==> src/rtl/dram_pkg.sv <==
// Shared definitions for the DRAM request/response path.
// Used by the cache-side master, the CDC FIFO width settings and dram_app_adapter.
//   ADDR_W / DATA_W : MIG app address and data widths (one line = one app beat)
//   dram_req_t      : request FIFO word {we, addr, data}
//   APP_CMD_*       : MIG native app_cmd encodings
package dram_pkg;

  localparam int unsigned ADDR_W = 27;
  localparam int unsigned DATA_W = 128;
  localparam int unsigned MASK_W = DATA_W / 8;

  localparam logic [2:0] APP_CMD_WR = 3'b000;
  localparam logic [2:0] APP_CMD_RD = 3'b001;

  typedef struct packed {
    logic              we;
    logic [ADDR_W-1:0] addr;
    logic [DATA_W-1:0] data;
  } dram_req_t;

  typedef enum logic [2:0] {
    StIdle,
    StWrite,
    StRdCmd,
    StRdWait,
    StRsp
  } app_state_e;

endpackage

==> src/rtl/dram_app_adapter.sv <==
// DRAM-side consumer of the request/response CDC FIFOs, running on the MIG ui_clk.
// Pops one line request at a time from a first-word-fall-through FIFO, issues it on the
// MIG native app interface and, for reads, pushes the returned line into the response FIFO.
// Exactly one transaction is outstanding at any time.
// Ports:
//   clk, rstn             : ui_clk, synchronous active-low reset
//   init_calib_complete   : gates new pops only
//   req / req_en / req_rdy: request FIFO head, not-empty, pop strobe
//   rsp / rsp_en / rsp_rdy: response line, write strobe, FIFO not-full
//   app_*                 : MIG native app command, write-data and read-data channels
//   err_rd                : sticky, read data arrived when none was expected
module dram_app_adapter
  import dram_pkg::*;
(
  input  logic              clk,
  input  logic              rstn,
  input  logic              init_calib_complete,
  input  dram_req_t         req,
  input  logic              req_en,
  output logic              req_rdy,
  output logic [DATA_W-1:0] rsp,
  output logic              rsp_en,
  input  logic              rsp_rdy,
  output logic [ADDR_W-1:0] app_addr,
  output logic [2:0]        app_cmd,
  output logic              app_en,
  input  logic              app_rdy,
  output logic [DATA_W-1:0] app_wdf_data,
  output logic [MASK_W-1:0] app_wdf_mask,
  output logic              app_wdf_wren,
  output logic              app_wdf_end,
  input  logic              app_wdf_rdy,
  input  logic [DATA_W-1:0] app_rd_data,
  input  logic              app_rd_data_valid,
  input  logic              app_rd_data_end,
  output logic              err_rd
);

  app_state_e        state_q, state_d;
  dram_req_t         cmd_q, cmd_d;
  logic [DATA_W-1:0] rsp_q, rsp_d;
  logic              cmd_done_q, cmd_done_d;
  logic              wdf_done_q, wdf_done_d;
  logic              err_rd_q, err_rd_d;
  logic              cmd_hs, wdf_hs;

  // A line is a single beat, so the end-of-burst flag carries no information.
  logic unused_rd_end;
  assign unused_rd_end = app_rd_data_end;

  // Strobes are gated by rstn so they read 0 during the reset cycle itself,
  // before the state register has been forced back to idle.
  assign req_rdy      = rstn && (state_q == StIdle) && req_en && init_calib_complete;
  assign app_en       = rstn && (((state_q == StWrite) && !cmd_done_q) || (state_q == StRdCmd));
  assign app_wdf_wren = rstn && (state_q == StWrite) && !wdf_done_q;
  assign app_wdf_end  = app_wdf_wren;
  assign rsp_en       = rstn && (state_q == StRsp) && rsp_rdy;

  assign cmd_hs = app_en && app_rdy;
  assign wdf_hs = app_wdf_wren && app_wdf_rdy;

  assign app_addr     = cmd_q.addr;
  assign app_cmd      = cmd_q.we ? APP_CMD_WR : APP_CMD_RD;
  assign app_wdf_data = cmd_q.data;
  assign app_wdf_mask = '0;
  assign rsp          = rsp_q;
  assign err_rd       = err_rd_q;

  always_comb begin
    state_d    = state_q;
    cmd_d      = cmd_q;
    rsp_d      = rsp_q;
    cmd_done_d = cmd_done_q;
    wdf_done_d = wdf_done_q;
    // Data outside the read-wait window is dropped; remember that it happened.
    err_rd_d   = err_rd_q || (app_rd_data_valid && (state_q != StRdWait));

    case (state_q)
      StIdle: begin
        if (req_rdy) begin
          cmd_d      = req;
          cmd_done_d = 1'b0;
          wdf_done_d = 1'b0;
          state_d    = req.we ? StWrite : StRdCmd;
        end
      end
      StWrite: begin
        // Command and data channels handshake independently; leave once both have.
        if ((cmd_done_q || cmd_hs) && (wdf_done_q || wdf_hs)) begin
          cmd_done_d = 1'b0;
          wdf_done_d = 1'b0;
          state_d    = StIdle;
        end else begin
          cmd_done_d = cmd_done_q || cmd_hs;
          wdf_done_d = wdf_done_q || wdf_hs;
        end
      end
      StRdCmd: begin
        if (cmd_hs) begin
          state_d = StRdWait;
        end
      end
      StRdWait: begin
        if (app_rd_data_valid) begin
          rsp_d   = app_rd_data;
          state_d = StRsp;
        end
      end
      StRsp: begin
        if (rsp_en) begin
          state_d = StIdle;
        end
      end
      default: state_d = StIdle;
    endcase
  end

  always_ff @(posedge clk) begin
    if (!rstn) begin
      state_q    <= StIdle;
      cmd_q      <= '0;
      rsp_q      <= '0;
      cmd_done_q <= 1'b0;
      wdf_done_q <= 1'b0;
      err_rd_q   <= 1'b0;
    end else begin
      state_q    <= state_d;
      cmd_q      <= cmd_d;
      rsp_q      <= rsp_d;
      cmd_done_q <= cmd_done_d;
      wdf_done_q <= wdf_done_d;
      err_rd_q   <= err_rd_d;
    end
  end

endmodule

==> config.mk <==
export PLATFORM = sky130hd
export DESIGN_NAME = dram_app_adapter
export DESIGN_NICKNAME = d
export VERILOG_FILES = /design/src/rtl/dram_pkg.sv /design/src/rtl/dram_app_adapter.sv
export SDC_FILE = /design/constraint.sdc
export NUM_CORES = 1
export LEC_CHECK = 0
export CAP_MARGIN = 20
export CORE_AREA = 4 4 233 235
export DETAILED_ROUTE_END_ITERATION = 6
export DIE_AREA = 0 0 237 239
export PLACE_DENSITY = 0.46
export SLEW_MARGIN = 40
export SYNTH_ARGS = -nofsm -noshare
export SYNTH_HDL_FRONTEND = slang
export SYNTH_SLANG_ARGS = --single-unit
==> constraint.sdc <==
create_clock -name clk -period 1.8 [get_ports clk]
set_input_delay 0.18 -clock clk [delete_from_list [all_inputs] [get_ports clk]]
set_output_delay 0.18 -clock clk [all_outputs]
set_load 0.05 [all_outputs]
; Word-level counts from Yosys, hierarchy flattened
; Cells that the tools add are included.
[word_totals]
word_cells = 56
out_inout_bits = 308
in_bits = 293
ram_bits = 0
n_memories = 0
latchBits = 0
ff_bits = 290
rom_bits = 0
[classes]
n_mux = 13
div_mod_pow = 0
n_eq_ne = 10
n_reduce_logical = 25
bitwise_logic = 0
order_cmp = 0
multipliers = 0
shifts = 0
add_sub_neg = 0
[ops]
columns = op, n
row1 = two-way mux 3 bit, 5
row2 = case mux 3 bit (5 select lines), 1
row3 = logical AND 1 bit, 13
row4 = inequality test 2 bit (second input constant), 4
row5 = equality test 3 x 2 -> 1 bit (second input constant), 2
row6 = AND reduction 2 bit, 3
row7 = AND reduction 5 bit, 1
row8 = logical OR 1 bit, 4
row9 = two-way mux 1 bit, 4
row10 = case mux 1 bit (2 select lines), 2
row11 = equality test 3 x 1 -> 1 bit (second input constant), 1
row12 = equality test 3 bit (second input constant), 1
row13 = zero test 3 bit, 1
row14 = inequality test 3 x 2 -> 1 bit (second input constant), 1
row15 = zero test 1 bit, 2
row16 = two-way mux 2 bit, 1
row17 = inequality test 2 x 1 -> 1 bit (second input constant), 1
row18 = nonzero test 2 bit, 1

; Logic depth before layout (Yosys ltp)
; Gate-level depths: netlist of run 1.
[depth]
ltp_word = 9
depth_mapped = 9
depth_no_buf = 5

; Worst setup path before layout of run 1
; No wires, ideal clock.
[synth_path]
kind = register to output
from = reg state_q[2]
to = out app_wdf_wren
path_buffers = 2
setup_slack_ps = -673
stages_incl_launch_ff = 5
t_arrival_ps = 2293
required_time_ps = 1620
path_cell_list = dfxtp_1 > buf_6 > or3b_4 > nor3_1 > buf_4
[synth_via]
elab_chain_cells = 3
[synth_lines]
columns = element, line_no
row1 = from (decl), dram_app_adapter.sv:39  ; app_state_e state_q, state_d;
row2 = from (signal assigned), dram_app_adapter.sv:120  ; state_q <= StIdle;
row3 = from (signal assigned), dram_app_adapter.sv:127  ; state_q <= state_d;
row4 = equality test 3 x 1 -> 1 bit, dram_app_adapter.sv:55  ; assign app_wdf_wren = rstn && (state_q == StWrite) && !wdf_done_q;
row5 = logical AND 1 bit (2 in series), dram_app_adapter.sv:55
row6 = to (decl), dram_app_adapter.sv:30  ; output logic app_wdf_wren,
; No other way between the ends.

; Final worst setup path of run 1
[layout_path]
from = reg state_q[0]
to = out app_en
[layout_via]
elab_chain_cells = 4
word_cells_on_any_way = 5
classes_between = eq/ne: 2 / reduce/logical: 3
[layout_lines]
columns = element, line_no
row1 = equality test 3 x 1 -> 1 bit, dram_app_adapter.sv:54  ; assign app_en = rstn && (((state_q == StWrite) && !cmd_done_q) || (state_q == StRdCmd));
row2 = logical AND 1 bit, dram_app_adapter.sv:54
row3 = logical OR 1 bit (*), dram_app_adapter.sv:54
row4 = logical AND 1 bit (*), dram_app_adapter.sv:54
row5 = to (decl), dram_app_adapter.sv:26  ; output logic app_en,
; Mark *: on every way between the ends. The rest lies on a longest branch, timed or not.

==> results.txt, run 1 <==
The logs give 0 for the count of hold-fix buffers inserted at cts and 16.2% for the met1 track utilization from global routing. The max-slew violation count is 0. The remaining number of nets flagged by the antenna check after routing was 0; the pin slew with the least headroom to its limit was 0.577 ns. The instance count along the most critical hold path was 3. The logs give 10500 for the number of global-route vias before repair and 5576 for the number of fill cells. TritonCTS built the clock tree.

For the starting density of the core, the log shows 21.9%. The floorplan step set the die height to 239 um. Power spread over the standard cell area amounts to 951 mW/mm2. The total count of hold-check failures in the final report came out at 0. The later pin in the worst-skew pair is clocked with a latency of 0.53 ns. End point of the worst hold path: app_addr[6]. The worst setup path is launched from a flip-flop.

In this run the register-to-register setup slack is 0.09 ns. The synthesis warning total was 0. The worst setup path is captured at an output pin.

The start of the worst register-to-register path was state_q[0]. The wire length of the first global-routing pass was 62800 um. On the final layout, the worst clock skew is 0.0177 ns. For the worst setup path, the data required time is 1.62 ns. The clock transition at the registers of the reported paths was 0.06 ns. Leaving out fill and tap cells, the most frequent cells in the layout are sky130_fd_sc_hd__nand2_1 (573), sky130_fd_sc_hd__clkdlybuf4s50_1 (291), sky130_fd_sc_hd__a21oi_1 (288), sky130_fd_sc_hd__dfxtp_1 (287), sky130_fd_sc_hd__dlygate4sd2_1 (232). Class of the most critical hold timing path: primary input to flip-flop. The site row count is 84, and the met3 demand-to-capacity share in global routing is 6.73%.

The number of antenna violations at the first check in global routing is 4, and the count of cell types in the netlist is 30. Counting cells, the worst reg-to-reg path comes to 5. The run gives 50.7% as the sequential cell area fraction in the yosys report.

The floorplan die width was 237 um. For the maximum number of buffers from clock root to sink, the log shows 3. Setup repair after global routing could not meet its margin everywhere.

The tools report the final worst-path setup slack as -0.118 ns. In this run the cell area of the synthesized design comes to 0.0114 mm2. The number of levels the H-tree was split into was 2; the HPWL after detailed placement was 31800 um.

The worst path uses 107% of the clock period. Hold timing on the final database bottoms out at a slack of 0.196 ns. Relative to the synthesized area, the layout overhead comes to 57.6%. The run gives 1462 as the number of standard cells after synthesis. The most frequent standard cell in the layout excluding fill and tap cells is sky130_fd_sc_hd__nand2_1. The final reports fail on setup timing. Across all layers, the routed design uses 10600 vias. Subtracting the final worst setup slack from the clock period gives 1.92 ns. STA puts the critical path data arrival time at 1.74 ns.

The maximum resistive drop on vdd was 0.000832 V. Synthesis inferred 290 register bits. The count of buffers inserted at the top-level ports was 581; the clock net sink count was 290. Across the run, the number of max-cap violations was 0. Clock tree synthesis selected as its root buffer the cell sky130_fd_sc_hd__clkbuf_16.

Setup violations remaining at the end of the flow were counted as 4. The highest attainable clock frequency came out at 521 MHz. Of all nets on the critical path, the largest fanout is 6. The post-placement worst setup slack was 0.00359 ns; the worst max-slew margin expressed relative to the limit was 61.7%. Summed over all layers, the routed wires come to 42300 um.

Entering global routing, the biggest net connects 53 pins. The static power due to leakage came out at 0.00749 uW. At the end of the flow, the number of nets in the layout was 2177. The logs give 0.0522 mm2 for the core region area and 379 for the number of DRC violations after detailed-routing iteration 0.

The total clock buffers created by CTS is 36. The run gives 5 as the first-pass iteration count of the detailed router. The area of the die was 0.0566 mm2. The post-route netlist has 9.60% of its cells at a drive strength greater than 1.

At the end of routability-driven placement, the weighted congestion stood at 0.751. The post-route DRC violation count is 0. Summed over all layers, the global routing overflow is 0.

Met2 routing resource usage after global routing: 23.4%. The flow ran to the end, but the final reports show violations. The critical path in this run is classified as flip-flop to output pin.

The endpoint identified for the worst register-to-register timing path is state_q[0]. The startpoint identified for the worst hold timing path is req[134]. The post-synthesis average cell area is 7.83 um2, and the total track usage is 14.0%.

The average wire length per cell after detail routing works out to 16.3 um. The most congested layer reported by global routing is met2. During I/O placement, the number of pins put on the boundary was 601. The ratio of routed vias to standard cells was 4.07. The share of the core filled with cells in the final layout was 34.5%.
-- cells by family (layout without fill, tap and decap cells) --
| kind of cell | Yosys count | count (layout) | share of synthesized area [%] |
|---|---|---|---|
| AND/OR/NAND/NOR | 595 | 595 | 20.0 |
| AO/OA/AOI/OAI | 297 | 297 | 13.3 |
| flip-flops | 290 | 290 | 50.7 |
| buffers and inverters | 278 | 706 | 15.9 |
| other | 1 | 19 | 0.0328 |
| multiplexers | 1 | 1 | 0.0875 |
-- cell type report --
class                      instances  area [um2]  share of cell area [%]
inverter                           6        32.5                   0.180
antenna                            1        2.50                  0.0139
multi-input combinational        911        3930                    21.8
clock inverter                     3        43.8                   0.243
sequential                       290        5810                    32.2
tap                              688         861                    4.77
clock buffer                      58        1090                    6.07
timing repair buffer             639        6250                    34.7
-- layer usage --
metal / share of wire (%) / wire length (um)
met1: 40 / 17000
met2: 47 / 19900
met3: 11 / 4490
met4: 2.2 / 917
met5: 0.078 / 33
-- how the worst max path moves through the flow --
stage                    start            to  slack, ns
floorplan           state_q[2]  app_wdf_wren      -0.18
global placement          rstn    state_q[1]       0.01
detailed placement        rstn    state_q[1]      0.004
CTS                 state_q[0]        app_en      -0.21
global route        state_q[0]        app_en      -0.19
finish              state_q[0]        app_en      -0.12
-- where the power goes --
group          switching, uW  internal, uW
registers                142          6700
clock network           2700          4280
logic                   1980          1350
-- through the flow --
step           setup TNS, ns  cell area [um2]  total power [uW]  std cells
3_3_place_gp               0            17100             10400       2531
2_1_floorplan         -0.177            11500              9080       1479
5_1_grt               -0.742            18000             18000       2595
6_report              -0.378            18000             17100       2596
4_1_cts               -0.647            18000             17500       2595
3_5_place_dp               0            17100             10400       2531
-- registers in the layout (all words and copies together) (netlist names) --
register and count:
app_wdf_data 128, rsp 128, state_q 3, err_rd 1, app_addr 27, cmd_q 1, cmd_done_q 1, wdf_done_q 1
-- Yosys cell counts --
library cell,instances,area share [%]
sky130_fd_sc_hd__clkbuf_1,36,1.2
sky130_fd_sc_hd__nand2_1,573,19
sky130_fd_sc_hd__nor3b_1,2,0.13
sky130_fd_sc_hd__nand4b_1,1,0.077
sky130_fd_sc_hd__nand3_1,3,0.13
sky130_fd_sc_hd__a2111oi_2,1,0.13
sky130_fd_sc_hd__a21oi_1,288,13
sky130_fd_sc_hd__buf_2,45,2.0
sky130_fd_sc_hd__inv_1,5,0.16
sky130_fd_sc_hd__a221o_1,1,0.087
sky130_fd_sc_hd__a2bb2oi_1,1,0.077
sky130_fd_sc_hd__or3b_1,1,0.077
sky130_fd_sc_hd__nor2_1,5,0.16
sky130_fd_sc_hd__or2_1,1,0.055
sky130_fd_sc_hd__or4_1,1,0.066
sky130_fd_sc_hd__dfxtp_1,290,51
sky130_fd_sc_hd__a211o_1,1,0.077
sky130_fd_sc_hd__mux2i_1,1,0.087
sky130_fd_sc_hd__o21ai_0,2,0.087
sky130_fd_sc_hd__nor3_1,2,0.087
sky130_fd_sc_hd__buf_4,190,12
sky130_fd_sc_hd__o21a_1,1,0.066
sky130_fd_sc_hd__inv_2,1,0.033
sky130_fd_sc_hd__nand3b_1,1,0.066
sky130_fd_sc_hd__buf_6,1,0.098
sky130_fd_sc_hd__nor2b_1,2,0.11
sky130_fd_sc_hd__or3b_4,1,0.098
sky130_fd_sc_hd__a211oi_1,2,0.13
sky130_fd_sc_hd__conb_1,1,0.033
sky130_fd_sc_hd__nand2b_1,2,0.11
-- timing repair --
| action | in CTS | in global routing |
|---|---|---|
| gates cloned | 0 | 0 |
| setup endpoints to repair | 237 | 6 |
| pin swaps | 2 | 5 |
| resized for setup | 240 | 4 |
| setup buffers | 3 | 1 |
-- critical path: stages, from the launching register on --
cell	delay, ns
sky130_fd_sc_hd__dfxtp_4	0.37
sky130_fd_sc_hd__or3b_4	0.40
sky130_fd_sc_hd__a211oi_4	0.26
sky130_fd_sc_hd__buf_12	0.18
Power figures use the tool's default switching activity.
==> inputs of run 2 (changes only) <==
--- a/config.mk
+++ b/config.mk
@@ -5,11 +5,9 @@
 export SDC_FILE = /design/constraint.sdc
 export NUM_CORES = 1
 export LEC_CHECK = 0
-export CAP_MARGIN = 20
 export CORE_AREA = 4 4 233 235
 export DETAILED_ROUTE_END_ITERATION = 6
 export DIE_AREA = 0 0 237 239
-export PLACE_DENSITY = 0.46
 export SLEW_MARGIN = 40
 export SYNTH_ARGS = -nofsm -noshare
 export SYNTH_HDL_FRONTEND = slang
==> run 2 against run 1 <==
  * Utilization grew 0.81 points
  * Final cell count grew 1.3%
  * Non-clock buffer count grew 36
  * Critical path type unchanged
  * The run still ends with setup timing left
  * Die area is the same
==> results.txt, run 2 (same netlist as run 1, synthesis figures left out) <==
The tools report the detailed-route via count as 10900 (+3.5%). Die outline height: 239 um (unchanged). The most frequent standard cell in the layout excluding fill and tap cells is sky130_fd_sc_hd__nand2_1. The final reports fail on setup timing.

The highest cell delay on the worst timing path came out at 0.41 ns (about the same). The portion of the clock cycle consumed by the worst path in the final layout is 106% (-0.62 points), and the post-placement worst setup slack is -0.0522 ns (-0.0558 ns). Post-route DRC violation count: 0 (unchanged). The average wire length per cell after detail routing is 15.5 um (-4.9%), and the count of hold-fix buffers inserted at cts is 0 (unchanged).

The buffer and inverter count on the worst path works out to 1 (unchanged). The starting density of the core was 21.9% (unchanged); the clock skew after layout was 0.0139 ns (-0.00387 ns). The HPWL after detailed placement was 29600 um (-7.0%); the instance count along the most critical hold path was 3 (unchanged). The tools report the number of DRC violations after detailed-routing iteration 0 as 317 (-16%). TritonCTS built the clock tree.

STA classifies the critical path endpoint as an output pin. The remaining number of nets flagged by the antenna check after routing is 0 (unchanged), and the final count of negative-setup-slack endpoints is 4 (unchanged). The tools report the pin count of the biggest net entering global routing as 53 (unchanged). The share of post-route cells with drive strength above 1 was 9.79% (+0.20 points).

The clock latency on the worst-skew pair came out at 0.53 ns (about the same). The run gives 0 (unchanged) as the global-route congestion overflow total. Worst reg-to-reg setup slack: 0.05 ns (-0.04 ns).

The number of antenna violations at the first check in global routing was 2 (-2); the count of boundary I/O pins was 601 (unchanged). The startpoint type of the worst setup path was a flip-flop. The wire length of the first global-routing pass was 59000 um (-6.1%). In the layout the commonest cells are sky130_fd_sc_hd__nand2_1 (573), sky130_fd_sc_hd__clkdlybuf4s50_1 (291), sky130_fd_sc_hd__dfxtp_1 (287), sky130_fd_sc_hd__a21oi_1 (286), sky130_fd_sc_hd__dlygate4sd2_1 (262). The terminus of the critical flop-to-flop path was state_q[0]. The logs give 0.199 ns (+0.00362 ns) for the final hold slack and 0 (unchanged) for the total count of hold-check failures in the final report.

The post-route total power was 17400 uW (+1.6%); the ratio of routed vias to standard cells was 4.16 (+2.2%). The worst register-to-register path begins at state_q[0]. Clock transition at the registers of the reported paths: 0.06 ns (about the same). Floorplan die width: 237 um (unchanged).

The run finished, with violations left. The clock net sink count is 290 (unchanged), and the growth of design area from synthesis to finish is 61.3%. Max-slew violation count: 0 (unchanged). End point of the worst hold path: rsp[52]. Setup repair after global routing could not meet its margin everywhere. The worst max-slew margin expressed relative to the limit was 62.1% (+0.44 points); the area of the die was 0.0566 mm2 (unchanged). The run gives 5 (unchanged) as the first-pass iteration count of the detailed router. The clock period minus worst slack was 1.91 ns (-0.0112 ns); the final worst-path setup slack was -0.107 ns (+0.0112 ns). The power density over the cells was 944 mW/mm2 (-0.72%); the highest attainable clock frequency was 524 MHz (+0.59%). The clock power share was 41.1% (+0.4 points); the internal power summed over all cells was 12600 uW (+1.9%). Final weighted congestion in routability-driven placement: 0.879 (+17%). The worst setup path is of the flip-flop to output pin kind.

The max capacitance violation total came out at 0 (unchanged). The sequential share of power is 39.3% (-0.6 points), and the number of levels the H-tree was split into is 2 (unchanged). The pin slew with the least headroom to its limit was 0.571 ns (-0.00657 ns); the total track usage was 12.9% (-1.1 points).

The kind of cell with the highest combined delay on the critical path was simple AND/OR/NAND/NOR gates. The number of global-route vias before repair came out at 10600 (+1.2%). The tree is rooted in a sky130_fd_sc_hd__clkbuf_16. The critical-path maximum fanout works out to 6 (unchanged). The logs give 0.00778 uW (+3.9%) for the static power due to leakage and 3 (unchanged) for the maximum number of buffers from clock root to sink. The number of fill cells is 5432 (-2.6%). The required time at the endpoint of the critical path was 1.62 ns (about the same); the core region area was 0.0522 mm2 (unchanged). The tools report the total routed wirelength as 40700 um (-3.6%). The total negative slack is -0.313 ns (+0.0646 ns). The data arrival time at the worst-slack endpoint was 1.73 ns (about the same). The depth of the most critical reg-to-reg path is 6 (+1). Fraction of power spent switching nets: 27.9% (-0.18 points). Class of the most critical hold timing path: primary input to flip-flop. The tools report the net count of the finished layout as 2213 (+1.7%).

The cell type of the slowest stage on the worst timing path is sky130_fd_sc_hd__or3b_4. The run gives 0.000716 V (-14%) as the maximum resistive drop on vdd. The total clock buffers created by CTS was 36 (unchanged). The critical path goes through or3b_4, a211oi_4, buf_12. Count of buffers inserted at the top-level ports: 581 (unchanged).

The total net switching power is 4860 uW (+0.94%), and the site row count is 84 (unchanged). For the power share of the combinational group, the log shows 19.6% (+0.2 points). The startpoint identified for the worst hold timing path is app_rd_data[52].
-- run 2: cell types whose count changed in the layout (fill, tap and decap cells not counted), moves of 3 or more --
| cell | delta |
|---|---|
| sky130_fd_sc_hd__clkbuf_16 | +7 |
| sky130_fd_sc_hd__buf_6 | +4 |
| sky130_fd_sc_hd__clkbuf_1 | -3 |
| sky130_fd_sc_hd__buf_12 | -12 |
| sky130_fd_sc_hd__bufinv_16 | +3 |
| sky130_fd_sc_hd__clkbuf_8 | -6 |
| sky130_fd_sc_hd__dlygate4sd2_1 | +30 |
-- run 2: metal layers --
metal / share of wire, % / wire length, um / vias to the layer above / track usage, %
met3: 11 / 4390 / 85 / 6.36
met5: 0.032 / 13 / - / 0
met1: 38 / 15300 / 4987 / 13.7
met2: 48 / 19600 / 472 / 22.2
met4: 3.4 / 1390 / 2 / 4.78
li1: - / - / 5378 / -
-- run 2: worst register-to-register path, cell delays in order (launching register included) --
cell and delay [ns]:
sky130_fd_sc_hd__dfxtp_4 0.37, sky130_fd_sc_hd__or3b_4 0.41, sky130_fd_sc_hd__buf_4 0.15, sky130_fd_sc_hd__a221o_1 0.30
sky130_fd_sc_hd__nand4b_1 0.16, sky130_fd_sc_hd__buf_4 0.14, sky130_fd_sc_hd__mux2i_1 0.16
-- run 2: final cells by class --
| cell class | instances | area (um2) | share of cell area [%] |
|---|---|---|---|
| well taps | 688 | 861 | 4.66 |
| inverters | 6 | 37.5 | 0.203 |
| diodes | 1 | 2.50 | 0.0136 |
| flip-flops and latches | 290 | 5820 | 31.5 |
| multi-input cells | 911 | 3960 | 21.4 |
| clock inverters | 9 | 151 | 0.820 |
| clock buffers | 49 | 1000 | 5.42 |
| repair buffers | 675 | 6630 | 35.9 |
-- run 2: power by group through the flow --
stage / registers (uW) / clock network (uW) / logic, uW
global route: 6870 / 7720 / 3610
detailed placement: 6990 / 0 / 3360
global placement: 6980 / 0 / 3350
finish: 6840 / 7160 / 3420
floorplan: 7110 / 0 / 1970
CTS: 6850 / 7440 / 3330
-- run 2: worst max path at each step --
stage	endpoint	slack, ns	cells past startpoint	from
2_1_floorplan	app_wdf_wren	-0.18	4	state_q[2]
3_5_place_dp	app_wdf_data[20]	-0.05	8	rstn
4_1_cts	app_en	-0.21	3	state_q[0]
6_report	app_en	-0.11	3	state_q[0]
5_1_grt	app_en	-0.18	3	state_q[0]
3_3_place_gp	app_wdf_data[6]	0.03	8	rstn
-- run 2: what timing repair did --
action | 4_1_cts | 5_1_grt
cloned | 1 | 7
setup endpoints to repair | 267 | 82
pin swaps | 5 | 5
resized for setup | 277 | 15
setup buffers | 7 | 16
-- run 2: per-stage QoR --
stage,instance area [um2],utilization [%],std cells
after CTS,18100,34.6,2606
after global placement,17100,32.8,2540
final,18500,35.3,2629
after floorplan,11500,-,1479
after global routing,18500,35.3,2629
after detailed placement,17100,32.8,2540
